[src/rtl/riscv_pkg.sv]
// Shared fetch-stage types and constants.
// Latency: n/a (declarations only).
// Backpressure: n/a.
package riscv_pkg;

  localparam int unsigned INSTR_W = 32;
  localparam int unsigned PC_STEP = 4;

  typedef enum logic [2:0] {
    IDLE,
    REQ,
    WAIT,
    HOLD,
    DRAIN
  } t_fetch_state;

endpackage

[src/rtl/fetch_ctrl.sv]
// Instruction-fetch sequencer: owns the PC, issues one read at a time, hands raw words to decode.
// Latency: REQ -> WAIT -> HOLD, one word per 3 cycles at best with 1-cycle memory.
// Backpressure: dec_ready_i=0 parks the word in HOLD; mem_req_o is held until mem_gnt_i.
//
// Ports:
//   clk_i, rst_i                 clock, synchronous active-high reset
//   en_i                         fetch enable (current word finishes before idling)
//   mem_req_o/addr_o/gnt_i       single-outstanding read request channel
//   mem_rvalid_i/rdata_i         read response, one cycle, raw byte order
//   dec_ready_i/rd_en_o/data_o/pc_o  decoder hand-off
//   redirect_i/redirect_pc_i     branch/jump target load, squashes in-flight work
//   fault_o                      sticky misaligned-redirect flag
// Optional feature macro: FETCH_ALIGN_CHK_EN (misaligned redirect raises fault_o and stops
// fetching until reset). Without it, fault_o is 0 and the target's low two bits are cleared.
module fetch_ctrl
  import riscv_pkg::*;
#(
  parameter int unsigned        ADDR_W   = 32,
  parameter logic [ADDR_W-1:0]  RESET_PC = '0
) (
  input  logic                clk_i,
  input  logic                rst_i,
  input  logic                en_i,
  output logic                mem_req_o,
  output logic [ADDR_W-1:0]   mem_addr_o,
  input  logic                mem_gnt_i,
  input  logic                mem_rvalid_i,
  input  logic [INSTR_W-1:0]  mem_rdata_i,
  input  logic                dec_ready_i,
  output logic                dec_rd_en_o,
  output logic [INSTR_W-1:0]  dec_data_o,
  output logic [ADDR_W-1:0]   dec_pc_o,
  input  logic                redirect_i,
  input  logic [ADDR_W-1:0]   redirect_pc_i,
  output logic                fault_o
);

  t_fetch_state         state_q, state_d;
  logic [ADDR_W-1:0]    pc_q, pc_d;
  logic [INSTR_W-1:0]   data_q, data_d;
  logic [ADDR_W-1:0]    dpc_q, dpc_d;
  logic                 fault_q, fault_d;
  logic                 req_raw, rd_en_raw;

  logic                 misalign;
  logic [ADDR_W-1:0]    redirect_tgt;
  logic                 en_eff;

`ifdef FETCH_ALIGN_CHK_EN
  assign misalign     = redirect_i && (redirect_pc_i[1:0] != 2'b00);
  assign redirect_tgt = redirect_pc_i;
`else
  // Low bits are discarded by design; keep them visibly consumed.
  logic unused_pc_lo;
  assign unused_pc_lo = ^redirect_pc_i[1:0];
  assign misalign     = 1'b0;
  assign redirect_tgt = {redirect_pc_i[ADDR_W-1:2], 2'b00};
`endif

  // A fault raised this cycle must already block the next fetch.
  assign en_eff = en_i && !fault_q && !misalign;

  always_comb begin
    state_d   = state_q;
    pc_d      = pc_q;
    data_d    = data_q;
    dpc_d     = dpc_q;
    fault_d   = fault_q;
    req_raw   = (state_q == REQ);
    rd_en_raw = 1'b0;

    if (redirect_i) begin
      pc_d = redirect_tgt;
      if (misalign) fault_d = 1'b1;
      unique case (state_q)
        IDLE, HOLD: state_d = en_eff ? REQ : IDLE;
        // A granted request still owes a response; drain it before reissuing.
        REQ:        state_d = mem_gnt_i    ? DRAIN : (misalign ? IDLE : REQ);
        WAIT:       state_d = mem_rvalid_i ? (misalign ? IDLE : REQ) : DRAIN;
        DRAIN:      state_d = DRAIN;
        default:    state_d = IDLE;
      endcase
    end else begin
      unique case (state_q)
        IDLE: if (en_eff) state_d = REQ;
        REQ:  if (mem_gnt_i) state_d = WAIT;
        WAIT: begin
          if (mem_rvalid_i) begin
            data_d  = mem_rdata_i;
            dpc_d   = pc_q;
            state_d = HOLD;
          end
        end
        HOLD: begin
          if (dec_ready_i) begin
            rd_en_raw = 1'b1;
            pc_d      = pc_q + ADDR_W'(PC_STEP);
            state_d   = en_eff ? REQ : IDLE;
          end
        end
        DRAIN: if (mem_rvalid_i) state_d = en_eff ? REQ : IDLE;
        default: state_d = IDLE;
      endcase
    end
  end

  always_ff @(posedge clk_i) begin
    if (rst_i) begin
      state_q <= IDLE;
      pc_q    <= RESET_PC;
      data_q  <= '0;
      dpc_q   <= RESET_PC;
      fault_q <= 1'b0;
    end else begin
      state_q <= state_d;
      pc_q    <= pc_d;
      data_q  <= data_d;
      dpc_q   <= dpc_d;
      fault_q <= fault_d;
    end
  end

  // Masked during reset so nothing is requested or consumed in the reset cycle.
  assign mem_req_o   = req_raw && !rst_i;
  assign dec_rd_en_o = rd_en_raw && !rst_i;
  assign mem_addr_o  = pc_q;
  assign dec_data_o  = data_q;
  assign dec_pc_o    = dpc_q;
  assign fault_o     = fault_q;

endmodule

[config.mk]
export PLATFORM = sky130hd
export DESIGN_NAME = fetch_ctrl
export DESIGN_NICKNAME = d
export VERILOG_FILES = /design/src/rtl/riscv_pkg.sv /design/src/rtl/fetch_ctrl.sv
export SDC_FILE = /design/constraint.sdc
export NUM_CORES = 1
export LEC_CHECK = 0
export BUFFER_PORTS_ARGS = -buffer_cell sky130_fd_sc_hd__buf_2
export CORE_UTILIZATION = 54
export CTS_BUF_LIST = sky130_fd_sc_hd__clkbuf_2 sky130_fd_sc_hd__clkbuf_4 sky130_fd_sc_hd__clkbuf_8
export CTS_CLUSTER_DIAMETER = 50
export CTS_CLUSTER_SIZE = 30
export DETAILED_ROUTE_END_ITERATION = 6
export PLACE_DENSITY = 0.95
export SETUP_SLACK_MARGIN = 0.2
export SLEW_MARGIN = 5
export SYNTH_ARGS = -nofsm -noshare
export SYNTH_HDL_FRONTEND = slang
export SYNTH_SLANG_ARGS = --single-unit
[constraint.sdc]
create_clock -name clk_i -period 3.21 [get_ports clk_i]
set_input_delay 0.321 -clock clk_i [delete_from_list [all_inputs] [get_ports clk_i]]
set_output_delay 0.321 -clock clk_i [all_outputs]
set_load 0.01 [all_outputs]
* After elaboration in Yosys (flattened, before gate mapping)
Index checks and enable logic that the tools add are counted.
** Storage, ports and cells
- Flip-flop bits (word level) :: 99
- Output and inout bits :: 99
- Logic and storage cells :: 45
** Operators by class
- Reduce and logical (&&, ||, !) cells :: 12
- Muxes and demuxes :: 17
- Eq/ne operators :: 9
- Bitwise operators :: 1
- Add/sub/neg operators :: 1
** Operators with widths (number)
- $mux 32 :: 3
- $add 32x3->32 const B :: 1
- $mux 3 :: 8
- $ne 3x3->1 const B :: 5
- $pmux 3 s5 :: 1
- $pmux 3 s4 :: 1
- $eq 3x2->1 const B :: 2
- $reduce_and 5->1 :: 1
- $mux 1 :: 4
- $reduce_and 2->1 :: 2
- $reduce_bool 2->1 :: 2
- $reduce_or 2->1 :: 2
- $eq 3x1->1 const B :: 1
- $eq 3x3->1 const B :: 1
- $logic_not 3->1 :: 1
- $reduce_and 3->1 :: 1
- $logic_and 1x1->1 :: 2
- $logic_not 1->1 :: 1
- $not 1->1 :: 1

* Longest topological paths before layout
- Word-level depth :: 4
- Mapped depth :: 6
- Gate-level depth less buffers :: 5

* Worst setup path after synthesis
OpenSTA, ideal clock, no wires.
- Path kind :: register -> register
- From :: reg pc_q[16] (netlist: mem_addr_o[16])
- To :: reg pc_q[31] (netlist: mem_addr_o[31])
- Buffers on the path :: 1
- Stages on the path, launching flop included :: 7
- Path slack :: 1.352 ns
- Clock period less this slack :: 1.858 ns
- Setup time :: 0.059 ns
- Arrival :: 1.799 ns
- Cell sequence :: dfxtp_1 nand4_2 or3_1 buf_6 or2_1 o41ai_2 a221o_1
** Between the ends
- Cells in the longest elaborated chain, start to end :: 4
** RTL lines
- start, declared :: line fetch_ctrl.sv:39 : logic [ADDR_W-1:0] pc_q, pc_d;
- start signal, assigned :: line fetch_ctrl.sv:116 : pc_q <= pc_d;
- $add 32x3->32 :: line fetch_ctrl.sv:97 : pc_d = pc_q + ADDR_W'(PC_STEP);
- $mux 32 :: line fetch_ctrl.sv:95 : if (dec_ready_i) begin
- $mux 32 :: line fetch_ctrl.sv:84 : unique case (state_q)
- $mux 32 :: line fetch_ctrl.sv:72 : if (redirect_i) begin
Every way passes these cells. The select of a mux whose other input is x is not followed.
A chain may end at the register's enable or synchronous reset.

* Worst setup path in the final report
- From :: reg state_q[0]
- To :: reg pc_q[30] (netlist: mem_addr_o[30])
** Between the ends
- Cells in the longest elaborated chain, start to end :: 3
** RTL lines
- start, declared :: line fetch_ctrl.sv:38 : t_fetch_state state_q, state_d;
- start signal, assigned :: line fetch_ctrl.sv:115 : state_q <= state_d;
- $eq 3x2->1 :: line fetch_ctrl.sv:84
- $reduce_bool 2->1 (no line)
- $reduce_and 2->1 (no line)
Every way passes these cells.

==> flow_summary_export.csv <==
group,metric,value,unit
status,run_status,"finished clean",
routing,drt_drc_violations_left,0,
routing,drt-pass1-iter-count,6,
layout,finalNonFillerCells,783,
clock_network,clock_sinks,95,
synthesis,synth_seq_area_share,45.7,%
hold_path,min_to,"mem_addr_o[28]",
routing,initialDrtViolationCount,192,
routing,detail_route.vias_per_cell,5.25,
clock_network,clk_pin_slew_worst_paths,0.09,ns
die,initial_utilization,56.5,%
die,core.rowCount,31,
die,floorplan.io_pins,170,
global_route,first_pass_grt_wire_length,17.4,mm
placed_design,post-dp-hpwl,7.42,mm
synthesis,synth_top_cell_by_area,"dfxtp_1",
hold_path,hold_path.class,"in2reg",
hold_path,worst_hold_path.num_cells,3,
synthesis,synth-edff-count,0,
synthesis,synth.top_cell.area_share,45.7,%
clock_network,ctsResizeCount,0,
clock_network,insertion_delay,0.35,ns
routing,num_vias,4114,
synthesis,syn-instance-count,536,
critical_path,start_kind,"flip-flop",
routing,drtAntennaViolNets,0,
power_and_ir_drop,cellPowerDensity,435,mW/mm2
timing,grt_setup_unrepaired,"false",
clock_network,cts_tree,"built",
global_route,pin_count_of_the_biggest_net_entering_global_routing,61,
routing,wl_per_cell,13.5,um
timing,timing.final.crit_share,69.4,%
synthesis,yosysWarningCount,0,
die,die_w,89.8,um
placed_design,cell_area_after_placement,0.00499,mm2
critical_path,worst-path-max-fanout,13,
clock_network,postCtsSetupRepairBufs,0,
timing,final.setup.tns,0,ns
timing,timing.slew.headroom,57.7,%
power_and_ir_drop,power.ir.vdd_worst,0.313,mV
timing,timing_max_transition_violations_final,0,
job,max_cap_violations,0,
layout,area_growth_syn_to_layout,24.8,%
clock_network,cts-root-to-sink-buffers,2,
power_and_ir_drop,power_leakage,2.35,nW
critical_path,timing.critical_path.to_type,"flip-flop",
die,die_area,0.00806,mm2
critical_path,timing.critical_path.required,3.46,ns
timing,report.final.setup_viol,0,
timing,hold_viol,0,
hold_path,worst_hold_launch,"redirect_pc_i[28]",
synthesis,dominantRegCellSynth,"dfxtp_1",
synthesis,yosys.cell_types.count,48,
critical_path,r2r_setup_slack,0.98,ns
critical_path,reg2regPathDepth,5,
timing,finalClockSkew,0.0106,ns
clock_network,cts_root_buffer,"clkbuf_8",
synthesis,ys_ff_latch,95,
layout,layout-drive-gt1-share,27.7,%
clock_network,numCtsBuffers,9,
timing,worst_pin_slew,0.635,ns
synthesis,netlist_top_cells_area,"dfxtp_1 (46%), nand2_1 (13%), a21oi_1 (10%), o21a_1 (3.4%), xor2_1 (3.2%)",
global_route,via_count_of_the_first_global_routing_pass,3967,
synthesis,synth.cell_area,0.00416,mm2
critical_path,worstReg2RegEnd,"mem_addr_o[30]",
critical_path,critical_path_arrival,2.48,ns
placed_design,placed_cells_incl_taps,767,
layout,postLayoutCellArea,0.00519,mm2
placed_design,portBuffers,162,
synthesis,post_synthesis_area_per_instance,7.77,um2
layout,nNetsFinal,751,
global_route,grt_util_all_layers,26.1,%
layout,nFillCells,578,
critical_path,criticalPathCategory,"reg2reg",
clock_network,cts-hold-fix-buffers,0,
placed_design,finalWeightedCongestion,0.807,
timing,layout_min_cycle_time,2.23,ns
die,dieHeight,89.8,um
global_route,grt_overflow,0,
critical_path,timing.rr.start,"state_q[0]",
timing,fmaxAchievable,449,MHz
clock_network,htree_levels,3,
routing,routed_wl,10.5,mm
global_route,initial_antenna_violation_count,1,
synthesis,async_flop_share,0,%
die,coreArea,0.00737,mm2
layout by cell type, fill, tap and decap left out, types with 3 or more instances in the layout:
master    instances
a21oi_1          86
and2_1            3
and4_1            3
buf_2           162
buf_4             4
clkbuf_8         10
conb_1            5
dfxtp_1          95
inv_1            29
mux2i_1           5
nand2_1         144
nand3_1           8
nand4_1           5
nor2_1           18
nor3_1           10
nor4_1            9
o21a_1           19
o21ai_0           4
xnor2_1          12
xor2_1           15
through the flow:
step           setup slack (ns)  power [W]  util (%)  hold WS (ns)
5_1_grt                   0.763    0.00235      70.5         0.176
6_report                  0.981    0.00226      70.5         0.177
3_3_place_gp               1.06    0.00150      67.8         0.439
3_5_place_dp              0.987    0.00151      67.8         0.443
4_1_cts                   0.981    0.00228      70.4         0.168
2_1_floorplan              1.35    0.00141         -         0.430
sequential cells by signal, indices dropped and copies added, names as in the netlist:
signal      cells
dec_data_o     32
dec_pc_o       30
mem_addr_o     30
state_q         3
synthesized netlist by cell type (2+ instances only):
cell type	instances
and4_1	3
nand4_1	5
a21oi_1	86
dfxtp_1	95
nand2_1	144
o21a_1	19
xor2_1	15
mux2i_1	5
o21ai_0	4
o21ai_1	2
nor3_1	10
nor4_1	9
xnor2_1	12
nor2_1	18
or2_2	2
buf_4	5
inv_1	29
nand2b_1	2
clkbuf_1	31
or3_1	2
nand3_1	8
nand4b_1	2
and2_1	3
kinds of logic after synthesis:
| kind of cell | after synthesis | share of synthesized area [%] |
|---|---|---|
| and+or+nand+nor | 217 | 23.3 |
| AOI/OAI and AO/OA | 120 | 16.4 |
| DFF | 95 | 45.7 |
| buffers and inverters | 68 | 6.79 |
| xor gates and xnor gates | 27 | 5.68 |
| muxes | 6 | 1.47 |
| adders and majority gates | 2 | 0.541 |
| other | 1 | 0.0901 |
worst max-delay path, stage by stage (launching register included):
cell and delay [ns]:
dfxtp_1 0.55, and4b_1 0.52, nand4_1 0.41, nor4_1 0.35
xor2_1 0.12, o21a_1 0.18
where the power goes:
group	switching [W]	internal, W
Sequential	0.0000470	0.00121
Clock	0.000404	0.000377
Combinational	0.000119	0.000105
layer usage:
layer  track usage, %  wire, um  vias up
met2             46.2      5230      145
li1                 -         -     2045
met1             30.1      4420     1906
met5                0         0        -
met3             5.16       705       18
met4             12.7       189        0
area by class of cell:
| class | count | area, um2 | area share, % |
|---|---|---|---|
| Tap cell | 99 | 124 | 2.38 |
| Clock inverter | 5 | 58.8 | 1.13 |
| Inverter | 29 | 109 | 2.10 |
| Sequential cell | 95 | 1900 | 36.6 |
| Clock buffer | 10 | 138 | 2.65 |
| Antenna cell | 1 | 2.50 | 0.0482 |
| Timing Repair Buffer | 167 | 861 | 16.6 |
| Multi-Input combinational cell | 377 | 2000 | 38.5 |
worst max-delay path by stage:
stage                              start             end  slack [ns]
after global placement        state_q[0]  mem_addr_o[22]        1.06
after floorplan           mem_addr_o[16]  mem_addr_o[31]        1.35
after global routing          state_q[1]  mem_addr_o[30]        0.76
final                         state_q[0]  mem_addr_o[30]        0.98
after CTS                  mem_addr_o[9]  mem_addr_o[27]        0.98
after detailed placement   mem_addr_o[9]  mem_addr_o[27]        0.99
No activity file was read; power rests on OpenSTA's default activity.
